File: config.mk
export PLATFORM = sky130hd
export DESIGN_NAME = la_capture_mux_flat
export DESIGN_NICKNAME = d
export VERILOG_FILES = /design/src/rtl/la_capture_mux_pkg.sv /design/src/rtl/la_capture_mux_if.sv /design/src/rtl/la_capture_mux_tick_div.sv /design/src/rtl/la_capture_mux.sv /design/src/flat_wrapper.sv
export SDC_FILE = /design/constraint.sdc
export NUM_CORES = 1
export LEC_CHECK = 0
export ABC_AREA = 1
export BUFFER_PORTS_ARGS = -buffer_cell sky130_fd_sc_hd__buf_4
export CAP_MARGIN = 20
export CORE_AREA = 2 2 204 206
export CTS_CLUSTER_DIAMETER = 150
export DETAILED_ROUTE_END_ITERATION = 8
export DIE_AREA = 0 0 206 208
export GPL_TIMING_DRIVEN = 1
export PLACE_DENSITY = 0.55
export SYNTH_ARGS = -nofsm -noshare
export SYNTH_HDL_FRONTEND = slang
export SYNTH_SLANG_ARGS = --single-unit
File: constraint.sdc
create_clock -name clk -period 2.3 [get_ports clk]
set_input_delay 0.345 -clock clk [delete_from_list [all_inputs] [get_ports clk]]
set_output_delay 0.345 -clock clk [all_outputs]
set_load 0.02 [all_outputs]
File: src/rtl/la_capture_mux_pkg.sv
// Shared types for the logic-analyser capture mux.
//   la_mode_e    : decoded value of the 2-bit mode input
//   la_state_e   : capture FSM state encoding
//   LA_DEFAULT_W : default probe bus width
package la_pkg;

   localparam int unsigned LA_DEFAULT_W = 32;

   typedef enum logic [1:0] {
      LA_LIVE = 2'd0,
      LA_HOLD = 2'd1,
      LA_TRIG = 2'd2,
      LA_RSVD = 2'd3
   } la_mode_e;

   typedef enum logic [2:0] {
      IDLE  = 3'd0,
      LIVE  = 3'd1,
      HOLD  = 3'd2,
      ARMED = 3'd3,
      CAPT  = 3'd4
   } la_state_e;

endpackage

File: src/rtl/la_capture_mux_if.sv
// Bundle of the capture mux control, probe and result signals.
//   slave  : view taken by la_capture_mux
//   master : view taken by whatever drives the mux (SoC glue or a bench)
interface la_capture_mux_if
   import la_pkg::*;
#(
   parameter int unsigned NUM_TEAMS = 12,
   parameter int unsigned DATA_W    = LA_DEFAULT_W,
   parameter int unsigned SEL_W     = 4,
   parameter int unsigned DIV_W     = 8
) ();

   logic [SEL_W-1:0]                  la_sel;
   logic [DATA_W*(NUM_TEAMS+1)-1:0]   designs_la_data_out_flat;
   logic [1:0]                        mode;
   logic [DIV_W-1:0]                  clk_div;
   logic                              arm;
   logic [DATA_W-1:0]                 trig_value;
   logic [DATA_W-1:0]                 trig_mask;
   logic [DATA_W-1:0]                 muxxed_la_dat;
   logic                              armed;
   logic                              triggered;

   modport slave (
      input  la_sel, designs_la_data_out_flat, mode, clk_div, arm, trig_value, trig_mask,
      output muxxed_la_dat, armed, triggered
   );

   modport master (
      output la_sel, designs_la_data_out_flat, mode, clk_div, arm, trig_value, trig_mask,
      input  muxxed_la_dat, armed, triggered
   );

endinterface

File: src/rtl/la_capture_mux_tick_div.sv
// Sample-rate divider: tick is high one cycle in every clk_div+1.
//   clk     : system clock
//   nrst    : asynchronous active-low reset
//   clk_div : divide value minus one (0 = tick every cycle)
//   tick    : sample strobe
module la_tick_div #(
   parameter int unsigned DIV_W = 8
) (
   input  logic             clk,
   input  logic             nrst,
   input  logic [DIV_W-1:0] clk_div,
   output logic             tick
);

   logic [DIV_W-1:0] cnt_q, cnt_d;

   // >= rather than == so a clk_div lowered below the running count wraps
   // immediately instead of running the counter round through overflow.
   always_comb begin
      tick  = (cnt_q >= clk_div);
      cnt_d = tick ? '0 : cnt_q + 1'b1;
   end

   always_ff @(posedge clk or negedge nrst) begin
      if (!nrst) begin
         cnt_q <= '0;
      end else begin
         cnt_q <= cnt_d;
      end
   end

endmodule

File: src/rtl/la_capture_mux.sv
// Logic-analyser capture mux: selects one of NUM_TEAMS+1 probe buses, samples
// it on divider ticks and drives the shared LA output. Supports live, hold and
// masked-compare trigger capture, and blanks the output for one cycle when the
// source select changes.
//   clk   : system clock
//   nrst  : asynchronous active-low reset
//   la_if : slave view of la_capture_mux_if (select, probes, mode, divider,
//           trigger controls in; muxxed_la_dat, armed, triggered out)
module la_capture_mux
   import la_pkg::*;
#(
   parameter int unsigned NUM_TEAMS = 12,
   parameter int unsigned DATA_W    = LA_DEFAULT_W,
   parameter int unsigned SEL_W     = 4,
   parameter int unsigned DIV_W     = 8
) (
   input  logic              clk,
   input  logic              nrst,
   la_capture_mux_if.slave   la_if
);

   localparam int unsigned NumSlots = 2 ** SEL_W;

   logic [SEL_W-1:0]  sel_q, sel_d;
   logic [DATA_W-1:0] out_q, out_d;
   la_state_e         state_q, state_d;
   logic              tick;
   la_mode_e          mode_e;
   logic [DATA_W-1:0] src;
   logic              mode_change;
   la_state_e         mode_state;

   // Select slots beyond the last real source read as zero.
   logic [DATA_W-1:0] srcs [NumSlots];

   for (genvar gi = 0; gi < NumSlots; gi++) begin : g_src
      if (gi <= NUM_TEAMS) begin : g_valid
         assign srcs[gi] = la_if.designs_la_data_out_flat[gi*DATA_W +: DATA_W];
      end else begin : g_zero
         assign srcs[gi] = '0;
      end
   end

   assign src    = srcs[sel_q];
   assign mode_e = la_mode_e'(la_if.mode);

   la_tick_div #(
      .DIV_W (DIV_W)
   ) u_tick_div (
      .clk     (clk),
      .nrst    (nrst),
      .clk_div (la_if.clk_div),
      .tick    (tick)
   );

   // A mode change is any mismatch between the requested mode and the state
   // family we are in; IDLE/ARMED/CAPT all belong to TRIG.
   always_comb begin
      mode_change = 1'b0;
      mode_state  = state_q;
      unique case (mode_e)
         LA_LIVE: begin
            mode_change = (state_q != LIVE);
            mode_state  = LIVE;
         end
         LA_TRIG: begin
            mode_change = (state_q == LIVE) || (state_q == HOLD);
            mode_state  = IDLE;
         end
         default: begin
            mode_change = (state_q != HOLD);
            mode_state  = HOLD;
         end
      endcase
   end

   always_comb begin
      sel_d   = sel_q;
      out_d   = out_q;
      state_d = state_q;
      if (la_if.la_sel != sel_q) begin
         sel_d = la_if.la_sel;
         out_d = '0;
         // Any pending or held capture is abandoned on a source switch.
         if (mode_e == LA_TRIG || state_q == ARMED || state_q == CAPT) begin
            state_d = IDLE;
         end
      end else if (mode_change) begin
         state_d = mode_state;
      end else begin
         unique case (state_q)
            LIVE: begin
               if (tick) out_d = src;
            end
            HOLD: begin
               out_d = out_q;
            end
            IDLE: begin
               if (la_if.arm) state_d = ARMED;
            end
            ARMED: begin
               if (tick) begin
                  out_d = src;
                  if (((src ^ la_if.trig_value) & la_if.trig_mask) == '0) state_d = CAPT;
               end
            end
            CAPT: begin
               if (la_if.arm) state_d = ARMED;
            end
            default: begin
               state_d = IDLE;
            end
         endcase
      end
   end

   always_ff @(posedge clk or negedge nrst) begin
      if (!nrst) begin
         sel_q   <= '0;
         out_q   <= '0;
         state_q <= IDLE;
      end else begin
         sel_q   <= sel_d;
         out_q   <= out_d;
         state_q <= state_d;
      end
   end

   assign la_if.muxxed_la_dat = out_q;
   assign la_if.armed         = (state_q == ARMED);
   assign la_if.triggered     = (state_q == CAPT);

endmodule

File: src/flat_wrapper.sv
// flat-port wrapper written by rule: the top's interface ports become plain ports
module la_capture_mux_flat import la_pkg::*;
#(
   parameter int unsigned NUM_TEAMS = 12,
   parameter int unsigned DATA_W    = LA_DEFAULT_W,
   parameter int unsigned SEL_W     = 4,
   parameter int unsigned DIV_W     = 8
)
  (clk, nrst, la_if_la_sel, la_if_designs_la_data_out_flat, la_if_mode, la_if_clk_div, la_if_arm, la_if_trig_value, la_if_trig_mask, la_if_muxxed_la_dat, la_if_armed, la_if_triggered);
  la_capture_mux_if #(.NUM_TEAMS(NUM_TEAMS), .DATA_W(DATA_W), .SEL_W(SEL_W), .DIV_W(DIV_W)) la_if_i ();
  input  logic clk;
  input  logic nrst;
  input wire logic [$bits(la_if_i.la_sel)-1:0] la_if_la_sel;
  input wire logic [$bits(la_if_i.designs_la_data_out_flat)-1:0] la_if_designs_la_data_out_flat;
  input wire logic [$bits(la_if_i.mode)-1:0] la_if_mode;
  input wire logic [$bits(la_if_i.clk_div)-1:0] la_if_clk_div;
  input wire logic [$bits(la_if_i.arm)-1:0] la_if_arm;
  input wire logic [$bits(la_if_i.trig_value)-1:0] la_if_trig_value;
  input wire logic [$bits(la_if_i.trig_mask)-1:0] la_if_trig_mask;
  output wire logic [$bits(la_if_i.muxxed_la_dat)-1:0] la_if_muxxed_la_dat;
  output wire logic [$bits(la_if_i.armed)-1:0] la_if_armed;
  output wire logic [$bits(la_if_i.triggered)-1:0] la_if_triggered;
  assign la_if_i.la_sel = la_if_la_sel;
  assign la_if_i.designs_la_data_out_flat = la_if_designs_la_data_out_flat;
  assign la_if_i.mode = la_if_mode;
  assign la_if_i.clk_div = la_if_clk_div;
  assign la_if_i.arm = la_if_arm;
  assign la_if_i.trig_value = la_if_trig_value;
  assign la_if_i.trig_mask = la_if_trig_mask;
  assign la_if_muxxed_la_dat = la_if_i.muxxed_la_dat;
  assign la_if_armed = la_if_i.armed;
  assign la_if_triggered = la_if_i.triggered;
  la_capture_mux #(.NUM_TEAMS(NUM_TEAMS), .DATA_W(DATA_W), .SEL_W(SEL_W), .DIV_W(DIV_W)) u_core (.clk(clk), .nrst(nrst), .la_if(la_if_i));
endmodule
---- Word-level counts from Yosys, hierarchy flattened ----
Cells that the tools add are included.
W data, S select, Z words.
cells by class
  $add $sub $neg .......................... 1
  $lt $le $gt $ge ......................... 2
  eq/ne operators ......................... 14
  mux-type cells .......................... 17
  bitwise operators ....................... 3
  reduce and logical (&&, ||, !) cells .... 13
operators by type and width
  cell                   number
  $mux W32               6
  $bmux W32 S4           1
  $and A32 B32 Y32       1
  $logic_not A32 Y1      1
  $xor A32 B32 Y32       1
  $mux W3                6
  $ne A4 B1 Y1 const B   3
  $pmux W3 S3            1
  $add A8 B1 Y8 const B  1
  $ge A8 B8 Y1           1
  $mux W8                1
  $eq A3 B2 Y1 const B   2
  $ne A3 B1 Y1 const B   2
  $reduce_or A2 Y1       3
  $ge A5 B5 Y1 const B   1
  $not A4 Y5             1
  $reduce_and A5 Y1      1
  $ne A2 B2 Y1 const B   2
  $ne A4 B4 Y1           1
  $pmux W2 S2            1
  $reduce_bool A2 Y1     2
  $eq A3 B1 Y1 const B   1
  $eq A3 B3 Y1 const B   1
  $logic_not A3 Y1       1
  other kinds (6)        8
word-level totals
  register bits after elaboration ......... 47
  word-level logic and storage cells ...... 54

---- Depth between registers and ports, before layout ----
  depth in word-level cells ............... 12
  mapped depth ............................ 22
  depth with buffers taken out ............ 18

---- Cells and area by module ----
From an unflattened synthesis, not the netlist that was laid out.
second synthesis, totals
  cells, all modules ...................... 1591
  area total of the unflattened synthesis .. 7802.5 µm²
by module, submodules not included
  module          times used  cells each  area each (µm²)
  la_capture_mux  1           1521        7224.4
  la_tick_div     1           70          578.1

---- Worst setup path after synthesis ----
No wires, ideal clock.
  path kind ............................... reg2reg
  from .................................... register u_core.u_tick_div.cnt_q[3]
  to ...................................... register u_core.out_q[15] (netlist: u_core.la_if.muxxed_la_dat[15])
  setup time .............................. 66 ps
  arrival time ............................ 2099 ps
  required time ........................... 2234 ps
  path slack .............................. 134 ps
  cell stages (with the launch flop) ...... 13
  buffers on the path ..................... 1
  period minus slack after synthesis ...... 2166 ps
  cells stage by stage .................... dfrtp_1 ha_1 nand2_1 o21ai_0 nand2_1 o211ai_1 a41oi_1 inv_1 nand4_1 nor2_1 clkbuf_1 nand2_1 nand2_1
on the way
  longest elaborated chain between the ends .. 3
ends and longest elaborated chain
  item                          line                           source
  from (decl)                   la_capture_mux_tick_div.sv:15  logic [DIV_W-1:0] cnt_q, cnt_d;
  from (signal assigned)        la_capture_mux_tick_div.sv:28  cnt_q <= cnt_d;
  $ge A8 B8 Y1                  la_capture_mux_tick_div.sv:20  tick = (cnt_q >= clk_div);
  $reduce_bool A2 Y1 (no line)  --
  $reduce_and A3 Y1 (no line)   --
  to (signal assigned)          la_capture_mux.sv:124          out_q <= out_d;
  to (decl)                     la_capture_mux.sv:25           logic [DATA_W-1:0] out_q, out_d;
Every way passes these cells.
A chain may end at the register's enable or synchronous reset.

---- Worst setup path after layout ----
  from .................................... register u_core.sel_q[0]
  to ...................................... register u_core.state_q[1]
on the way
  longest elaborated chain between the ends .. 9
  elaborated cells on any way between the ends .. 15
  those cells by class .................... 6 x eq/ne; 4 x mux; 3 x bitwise; 2 x reduce/logical
ends and longest elaborated chain
  item                                          line                   source
  from (decl)                                   la_capture_mux.sv:24   logic [SEL_W-1:0] sel_q, sel_d;
  from (signal assigned)                        la_capture_mux.sv:123  sel_q <= sel_d;
  $not A4 Y5 (not written as such)              la_capture_mux.sv:44   assign src = srcs[sel_q];
  $bmux W32 S4                                  la_capture_mux.sv:44
  $mux W32 (not written as such) (2 in series)  la_capture_mux.sv:44
  $xor A32 B32 Y32                              la_capture_mux.sv:104  if (((src ^ la_if.trig_value) & la_if.trig_mask) == '0) state_d = CAPT;
  $and A32 B32 Y32                              la_capture_mux.sv:104
  $logic_not A32 Y1                             la_capture_mux.sv:104
  $ne A4 B1 Y1 (no line)                        --
  $reduce_and A5 Y1 (no line)                   --
  to (signal assigned)                          la_capture_mux.sv:125  state_q <= state_d;
  to (decl)                                     la_capture_mux.sv:26   la_state_e state_q, state_d;
Several ways; a longest one is shown, not always the timed one. The select of a mux whose other input is x is not followed.

==> out/metrics.csv <==
stage,metric,value,unit
status,run_status,"complete, but fails checks",
clock_network,clock_latency,310,ps
finish,multiInputGateArea,6240,sq um
finish,ff_latch_area,1190,sq um
sta,tightest_slew,696,ps
place,post-place-ws,-479,ps
finish,layout.cells.most_common_list,"buf_4 (659), nand2_1 (461), nor2_1 (223)",
power_and_ir_drop,p_switching,0.00192,W
worst_setup_path,end_kind,register,
sta,rsz0062_at_grt,yes,
sta,fin_crit,2620,ps
power_and_ir_drop,p_per_area,320,nW/um^2
clock_network,tritoncts,built,
place,io_buffers,530,
yosys,synth_ff_type,dfrtp_1,
finish,layout_commonest_cell,buf_4,
grt,grt_start_max_net_pins,48,
clock_network,clk_pin_slew,80,ps
grt,track_usage,23.6,%
yosys,avgSynthCellArea,4.96,sq um
worst_setup_path,worst_setup_path_start_kind,register,
yosys,yosysUniqueCellTypes,28,
sta,slew_violations,0,
clock_network,htreeDepth,2,
yosys,synth_area_leaders,"nand2_1 (27%), nand3_1 (17%), dfrtp_1 (16%), nor2_1 (12%), inv_1 (7.1%)",
yosys,synth_edf_count,0,
floorplanning,die_width,206,um
grt,grt_pass1_vias,12400,
power_and_ir_drop,p_seq_share,20.0,%
place,dpl.hpwl,43.0,mm
grt,grt_antenna_before_repair,3,
worst_setup_path,cp.arrival,2820,ps
finish,utilization,37.1,%
yosys,syn-num-nets,2021,
yosys,ys_async_sr_fraction,100,%
sta,setup_ws,-322,ps
yosys,yosysTopAreaCell,nand2_1,
sta,max_freq,381,MHz
yosys,synth_area,7520,sq um
clock_network,ctsHoldBuffers,0,
route,via_per_inst,4.57,
yosys,ys_seq_area_share,15.6,%
floorplanning,num_io_pins,531,
sta,setup_viol,4,
clock_network,cts_buffers,5,
clock_network,clockBufferDepth,2,
route,routed_wl,53.3,mm
grt,grt-ovfl-total,0,
floorplanning,fp.dieH,208,um
worst_setup_path,required,2500,ps
finish,drive_above_1_share,44.4,%
route,drt_iter0_drc,723,
status,violations,negative setup slack,
sta,finalHoldViolCount,0,
power_and_ir_drop,ir_drop,0.000249,V
floorplanning,start_util,18.5,%
route,wl_per_cell,19.9,um
worst_setup_path,critical_path_class,reg2reg,
sta,max_slew_margin,53.6,%
sta,period_share,114,%
power_and_ir_drop,leakagePower,8.19,nW
clock_network,clock_sinks,47,
floorplanning,core,40600,sq um
yosys,syn_inst,1515,
finish,final_nets,2650,
yosys,synth-seq-cells,47,
job,cap_violations,0,
worst_setup_path,reg2reg_slack,-320,ps
yosys,synth_top_area_share,26.5,%
power_and_ir_drop,swShare,40.0,%
yosys,yosys_warnings,0,
floorplanning,die_area,42800,sq um
hold_path,holdCritPathClass,in2async,
place,globalplace.congestion,0.947,
sta,skew,8.85,ps
route,ant_nets,0,
sta,tns,-913,ps
route,num_vias,12300,
power_and_ir_drop,p_int,0.00289,W
finish,fillCellCount,4447,
grt,grt_pass1_wl,75.3,mm
power_and_ir_drop,clkPwrFrac,19.2,%
floorplanning,std_cell_rows,74,
finish,area_growth,100,%
route,drtPass1Iterations,7,
route,drc,0,
power_and_ir_drop,pwr-share-comb,60.8,%
worst_setup_path,worst-path-max-fanout,7,
clock_network,root_buffer,clkbuf_16,
## routing by layer
layer | routed length, um | vias to the layer above | share of wire (%) | GRT usage (%)
li1 | - | 6044 | - | -
met1 | 20900 | 5698 | 39 | 27.8
met2 | 28000 | 472 | 53 | 45.0
met3 | 3230 | 44 | 6.1 | 3.09
met4 | 1130 | 0 | 2.1 | 4.33
met5 | 0 | - | 0 | 0
## power by group through the flow
stage	logic, W	clock network [W]	registers (W)
2_1_floorplan	0.00106	0	0.000951
3_3_place_gp	0.00249	0	0.000972
3_5_place_dp	0.00251	0	0.000972
4_1_cts	0.00272	0.000948	0.000959
5_1_grt	0.00321	0.000978	0.000971
6_report	0.00292	0.000924	0.000959
## critical path: stages (launching register included)
cell and delay (ps):
dfrtp_4 570, buf_16 200, clkbuf_16 170, nor2_1 170
nor2_1 60, o21ai_0 100, nand3_2 180, nand3_4 130
nand3_2 70, nand3_2 110, nand2_2 60, nor2_2 120
nand2_2 70, nor2_2 130, nand3_2 100, nand2_2 90
nand2_2 70, nand2_2 50, nand2_1 60
## synth_stat cells, types with 2 or more instances
| library cell | n |
|---|---|
| and3_1 | 2 |
| buf_2 | 45 |
| nor2_1 | 248 |
| ha_1 | 9 |
| o2111ai_1 | 2 |
| inv_1 | 143 |
| dfrtp_1 | 47 |
| nand3_1 | 257 |
| inv_2 | 4 |
| a21oi_1 | 40 |
| nand3b_1 | 7 |
| o211ai_1 | 5 |
| buf_6 | 9 |
| nand4_1 | 2 |
| nor3_1 | 4 |
| xnor2_1 | 2 |
| o21ai_0 | 93 |
| buf_1 | 15 |
| o21ai_1 | 12 |
| clkbuf_1 | 29 |
| nand2_1 | 531 |
| xor2_1 | 3 |
## cell type report
class	count	share of cell area, %
Inverter	148	3.79
Multi-Input combinational cell	1220	41.5
Clock buffer	5	0.832
Clock inverter	3	0.308
Tap cell	532	4.43
Timing Repair inverter	1	0.0749
Sequential cell	47	7.90
Antenna cell	3	0.0499
Timing Repair Buffer	721	41.1
## sequential cells by signal, summed over array words and instances (netlist names)
name / flops
u_core.u_tick_div.cnt_q: 8
u_core.state_q: 3
u_core.sel_q: 4
u_core.la_if.muxxed_la_dat: 32
## timing repair
item | 4_1_cts | 5_1_grt
pin swaps | 28 | 106
endpoints found under the setup margin | 8 | 35
gates resized for setup | 120 | 183
buffers inserted | 13 | 14
cloned | 9 | 7
## final timing paths
kind,start,end,cells after the start
max,u_core.sel_q[0],u_core.state_q[1],18
min,nrst,u_core.u_tick_div.cnt_q[3],1
max reg2reg,u_core.sel_q[0],u_core.state_q[1],18
min reg2reg,u_core.u_tick_div.cnt_q[0],u_core.u_tick_div.cnt_q[0],1
max in group asynchronous,nrst,u_core.sel_q[2],1
min in group clk,la_if_la_sel[2],u_core.sel_q[2],1
## through the flow
step | instance area, sq um | hold slack (ps) | std cells | total power (W)
global placement | 13200 | 432 | 2628 | 0.00346
finish | 15000 | 69.9 | 2680 | 0.00481
CTS | 14100 | 92.5 | 2657 | 0.00463
detailed placement | 13200 | 433 | 2628 | 0.00348
floorplan | 7520 | 49.4 | 1515 | 0.00202
global route | 15000 | 116 | 2679 | 0.00516
## kinds of logic (layout without fill, tap and decap cells)
logic type | after synthesis | in the layout | share of synthesized area (%)
other | 0 | 3 | 0
AO/OA/AOI/OAI | 154 | 154 | 10.6
AND/OR/NAND/NOR | 1052 | 1052 | 57.4
adder cells (fa/ha/maj) | 9 | 9 | 1.50
buffers and inverters | 248 | 878 | 14.3
XOR/XNOR | 5 | 5 | 0.583
flip-flops | 47 | 47 | 15.6
Power figures use the tool's default switching activity.
